[src/rtl/demux2_pkg.sv]
// demux2_pkg: shared slot encoding, width defaults and counter limits for demux2_slot_router.
package demux2_pkg;
    typedef enum logic {EMPTY = 1'b0, FULL = 1'b1} slot_state_e;
    localparam int SIZE_DEF = 6;
    localparam int COUNT_W = 16;
    localparam logic [COUNT_W-1:0] COUNT_MAX = 16'hFFFF;
    function automatic logic [COUNT_W-1:0] sat_inc(input logic [COUNT_W-1:0] c);
        return (c == COUNT_MAX) ? c : c + 1'b1;
    endfunction
endpackage

[src/rtl/demux2_slot.sv]
// demux2_slot: single-entry holding slot with EMPTY/FULL FSM and same-cycle drain+reload.
// Optional saturating drain counter when DEMUX2_COUNT_EN is defined.
module demux2_slot
    import demux2_pkg::*;
#(
    parameter int SIZE = SIZE_DEF
) (
    input  logic            Clock,
    input  logic            Reset,
    input  logic            load_i,
    input  logic [SIZE-1:0] data_i,
    input  logic            ready_i,
    output logic            accept_o,
    output logic            valid_o,
    output logic [SIZE-1:0] data_o
`ifdef DEMUX2_COUNT_EN
    ,
    output logic [COUNT_W-1:0] count_o
`endif
);
    slot_state_e     state_q, state_d;
    logic [SIZE-1:0] data_q, data_d;
    logic            drain;

    always_ff @(posedge Clock) begin
        if (Reset) begin
            state_q <= EMPTY;
            data_q  <= '0;
        end else begin
            state_q <= state_d;
            data_q  <= data_d;
        end
    end

    // a reload in the drain cycle keeps the slot FULL with no bubble
    always_comb begin
        state_d = load_i ? FULL : (drain ? EMPTY : state_q);
        data_d  = load_i ? data_i : data_q;
    end

    always_comb begin
        valid_o  = (state_q == FULL);
        drain    = valid_o && ready_i;
        accept_o = !valid_o || ready_i;
        data_o   = data_q;
    end

`ifdef DEMUX2_COUNT_EN
    logic [COUNT_W-1:0] count_q, count_d;

    always_ff @(posedge Clock) begin
        if (Reset) count_q <= '0;
        else       count_q <= count_d;
    end

    always_comb count_d = drain ? sat_inc(count_q) : count_q;

    assign count_o = count_q;
`endif
endmodule

[src/rtl/demux2_slot_router.sv]
// demux2_slot_router: routes a valid/ready stream into slot A or B by wSelect.
// Per-slot drain counters are added when DEMUX2_COUNT_EN is defined.
module demux2_slot_router
    import demux2_pkg::*;
#(
    parameter int SIZE = SIZE_DEF
) (
    input  logic            Clock,
    input  logic            Reset,
    input  logic            wValid,
    input  logic            wSelect,
    input  logic [SIZE-1:0] wData,
    output logic            wReadyIn,
    output logic            rValidA,
    output logic [SIZE-1:0] rDataA,
    input  logic            wReadyA,
    output logic            rValidB,
    output logic [SIZE-1:0] rDataB,
    input  logic            wReadyB
`ifdef DEMUX2_COUNT_EN
    ,
    output logic [COUNT_W-1:0] rCountA,
    output logic [COUNT_W-1:0] rCountB
`endif
);
    logic accept_a, accept_b, load_a, load_b;

    // only the selected slot gates acceptance; held low during reset
    always_comb begin
        wReadyIn = !Reset && (wSelect ? accept_b : accept_a);
        load_a   = wValid && wReadyIn && !wSelect;
        load_b   = wValid && wReadyIn && wSelect;
    end

    demux2_slot #(.SIZE(SIZE)) u_slot_a (
        .Clock   (Clock),
        .Reset   (Reset),
        .load_i  (load_a),
        .data_i  (wData),
        .ready_i (wReadyA),
        .accept_o(accept_a),
        .valid_o (rValidA),
        .data_o  (rDataA)
`ifdef DEMUX2_COUNT_EN
        ,
        .count_o (rCountA)
`endif
    );

    demux2_slot #(.SIZE(SIZE)) u_slot_b (
        .Clock   (Clock),
        .Reset   (Reset),
        .load_i  (load_b),
        .data_i  (wData),
        .ready_i (wReadyB),
        .accept_o(accept_b),
        .valid_o (rValidB),
        .data_o  (rDataB)
`ifdef DEMUX2_COUNT_EN
        ,
        .count_o (rCountB)
`endif
    );
endmodule

[config.mk]
export PLATFORM = sky130hd
export DESIGN_NAME = demux2_slot_router
export DESIGN_NICKNAME = d
export VERILOG_FILES = /design/src/rtl/demux2_pkg.sv /design/src/rtl/demux2_slot.sv /design/src/rtl/demux2_slot_router.sv
export SDC_FILE = /design/constraint.sdc
export NUM_CORES = 1
export LEC_CHECK = 0
export ABC_AREA = 1
export BUFFER_PORTS_ARGS = -buffer_cell sky130_fd_sc_hd__buf_2
export CAP_MARGIN = 15
export CORE_MARGIN = 1
export CORE_UTILIZATION = 44
export CTS_BUF_LIST = sky130_fd_sc_hd__clkbuf_8 sky130_fd_sc_hd__clkbuf_16
export CTS_CLUSTER_DIAMETER = 60
export DETAILED_ROUTE_END_ITERATION = 6
export PLACE_DENSITY = 0.86
export SLEW_MARGIN = 20
export SYNTH_ARGS = -nofsm -noshare
export SYNTH_HDL_FRONTEND = slang
export SYNTH_SLANG_ARGS = --single-unit
export TNS_END_PERCENT = 50
[constraint.sdc]
create_clock -name Clock -period 1 [get_ports Clock]
set_input_delay 0.05 -clock Clock [delete_from_list [all_inputs] [get_ports Clock]]
set_output_delay 0.05 -clock Clock [all_outputs]
set_load 0.05 [all_outputs]
==> flow_summary.json <==
{
  "gr-total-overflow": 0,
  "cts_max_path_buffers": 2,
  "ff2ff_path_depth": 7,
  "layout_setup_ws_ns": -0.0831,
  "ys_types": 16,
  "wl_per_cell_um": 10.5,
  "num_rows": 13,
  "finalCritPeriodShare": 1.08,
  "drv_slew": 0,
  "hp-class": "input pin to flip-flop",
  "final_layout_size_suffix_gt1_frac": 0.407,
  "timing.hold.ws_ns": 0.138,
  "htreeDepth": 1,
  "cpPeakStageDelay_ns": 0.35,
  "crit_end": "wReadyIn",
  "cts_root_buffer": "clkbuf_8",
  "endpoint_kind": "output pin",
  "clkPwrFrac": 0.382,
  "critPathLaunch": "u_slot_b.valid_o",
  "core_um2": 1300,
  "synth_edf_count": 0,
  "min_period_ns": 1.08,
  "netlist.area_leader.share": 0.453,
  "grt_first_pass_wirelength_um": 2080,
  "r2r-start": "u_slot_b.valid_o",
  "area_growth_pct": 42.0,
  "ys_top_cells_by_count": "nor2_1, dfxtp_1, inv_1, nand2_1, a21oi_1",
  "viasPerCell": 4.67,
  "yosysWarnings": 0,
  "portBuffers": 26,
  "antenna_found_initial": 0,
  "synthTopCellsByArea": "dfxtp_1, nor2_1, nand4_1",
  "gp_congestion": 0.756,
  "r2r_end": "u_slot_a.data_o[3]",
  "worstPathMaxFanout": 3,
  "syn_area_um2": 619,
  "drt-initial-drc-count": 10,
  "fin_tns_setup_ns": -0.346,
  "worst_slew_pin_slew_ns": 0.255,
  "drv_cap": 0,
  "dieArea_um2": 1560,
  "pwr_density_cell_nw_per_um2": 1600,
  "power_frac_seq": 0.423,
  "numCtsBuffers": 3,
  "intPower_mw": 1.01,
  "die_y_um": 39.5,
  "hold_viol": 0,
  "crit_chain": "nand3_4 > nand2_4 > nor2_4 > buf_8",
  "p_sw_frac": 0.278,
  "synth_ff_type": "dfxtp_1",
  "violations": "negative setup slack",
  "drc": 0,
  "rsz0062_at_grt": "yes",
  "multi_input_area_um2": 304,
  "diodes": 0,
  "max_freq_ghz": 0.923,
  "hold_path_depth": 3,
  "ys_ff_latch": 14,
  "setup_viol": 9,
  "die_w_um": 39.5,
  "post_dp_cell_area_um2": 777,
  "dr_total_vias": 598,
  "ir_drop_mv": 0.892,
  "slew_headroom": 0.831,
  "cts.sinks": 14,
  "first_pass_iters": 4,
  "skew_ns": 0.00290,
  "worstPathArrival_ns": 1.03,
  "power_frac_comb": 0.195,
  "grt_usage": 0.195,
  "yosysTopAreaCell": "dfxtp_1",
  "synth_seq_area_share": 0.453,
  "total_leakage_power_nw": 0.457,
  "worstPathRequired_ns": 0.95,
  "grt_pass1_vias": 474,
  "cts_tree": "done",
  "final-seq-area_um2": 285,
  "synthArstFlopShare": 0,
  "worst_setup_hold_path_clk_slew_ns": 0.06,
  "finalNonFillerCells": 128,
  "clock_latency_ns": 0.24,
  "r2r_slack_ns": -0.07,
  "antenna_left": 0,
  "grt_start_max_net_pins": 14,
  "nets": 126,
  "synth_fp_nets": 95,
  "dp.cells": 123,
  "run_status": "complete, but fails checks",
  "yosysMostFrequentCell": "nor2_1",
  "synth.avg_cell_area_um2": 7.46,
  "start_util": 0.476,
  "p_switching_uw": 389,
  "syn_inst": 83,
  "cp-start-kind": "flip-flop",
  "design_area_um2": 880,
  "nFillCells": 117,
  "crit_slowest_cell": "dfxtp_4",
  "worstSetupPathType": "flip-flop to output pin",
  "num_io_pins": 27,
  "finalWirelength_um": 1350
}
worst min path at each step:
stage,end,slack (ns),startpoint
2_1_floorplan,u_slot_a.valid_o,0.24,wSelect
3_3_place_gp,u_slot_b.valid_o,0.39,Reset
3_5_place_dp,u_slot_b.valid_o,0.39,Reset
4_1_cts,u_slot_b.valid_o,0.13,Reset
5_1_grt,u_slot_b.valid_o,0.16,Reset
6_report,u_slot_b.valid_o,0.14,Reset
power groups by stage:
| stage | Combinational (mW) | Clock, mW | Sequential, mW |
|---|---|---|---|
| 5_1_grt | 0.295 | 0.567 | 0.597 |
| 4_1_cts | 0.273 | 0.544 | 0.593 |
| 3_5_place_dp | 0.251 | 0 | 0.604 |
| 2_1_floorplan | 0.105 | 0 | 0.687 |
| 3_3_place_gp | 0.247 | 0 | 0.603 |
| 6_report | 0.274 | 0.536 | 0.593 |
cells by family (layout without fill, tap and decap cells):
group,after synthesis,after routing,share of synthesized area
compound gates,7,7,0.0566
buf+inv,14,44,0.105
flops,14,14,0.453
simple gates,48,48,0.386
sequential cells by signal, summed over array words and instances, names as in the netlist:
register          count
u_slot_a.data_o       6
u_slot_a.valid_o      1
u_slot_b.valid_o      1
u_slot_b.data_o       6
what timing repair did:
action / in CTS / in global routing
setup endpoints to repair: 3 / 14
resized for setup: 6 / 1
setup buffers: 1 / 0
pin swaps: 1 / 1
hold buffers: 0 / 0
placed cells by master, fill, tap and decap left out:
| master | synthesis | routed |
|---|---|---|
| nand2_4 | 0 | 1 |
| inv_1 | 9 | 9 |
| nand4_2 | 1 | 1 |
| nor2_1 | 27 | 26 |
| clkbuf_8 | 0 | 4 |
| inv_2 | 2 | 2 |
| dfxtp_2 | 0 | 1 |
| nand3_2 | 1 | 1 |
| buf_12 | 0 | 1 |
| nand4_4 | 1 | 1 |
| nor2_2 | 1 | 1 |
| nand2_2 | 0 | 1 |
| a21oi_1 | 7 | 7 |
| nor2_4 | 1 | 2 |
| nand2_1 | 9 | 7 |
| buf_8 | 0 | 1 |
| dfxtp_4 | 0 | 1 |
| buf_4 | 1 | 2 |
| dfxtp_1 | 14 | 12 |
| nand4_1 | 6 | 6 |
| buf_2 | 1 | 25 |
| nand3_4 | 0 | 1 |
per-stage QoR:
stage	setup WS [ns]	total power [mW]	utilization
floorplan	-0.253	0.791	-
global placement	0.0367	0.850	0.597
detailed placement	-0.00507	0.856	0.597
CTS	-0.0920	1.41	0.672
global route	-0.132	1.46	0.676
finish	-0.0831	1.40	0.676
critical path: cells and delay by family (launching register included):
kind                   cells  cell delay [ns]
buffers and inverters      1             0.16
DFF                        1             0.35
and+or+nand+nor            3             0.27
layer usage:
layer | vias to the layer above | part of all wire | routed length (µm) | track usage
met5 | - | 0 | 0 | 0
met4 | 0 | 0.0045 | 6 | 0.0259
met3 | 2 | 0.055 | 74 | 0.0341
met2 | 23 | 0.47 | 638 | 0.316
met1 | 250 | 0.47 | 626 | 0.271
li1 | 323 | - | - | -
final cells by class:
| class | count | share of cell area |
|---|---|---|
| Multi-Input combinational cell | 55 | 0.346 |
| Inverter | 11 | 0.0469 |
| Clock buffer | 4 | 0.0626 |
| Sequential cell | 14 | 0.324 |
| Timing Repair Buffer | 29 | 0.199 |
| Tap cell | 15 | 0.0213 |
No activity file was read; power rests on OpenSTA's default activity.
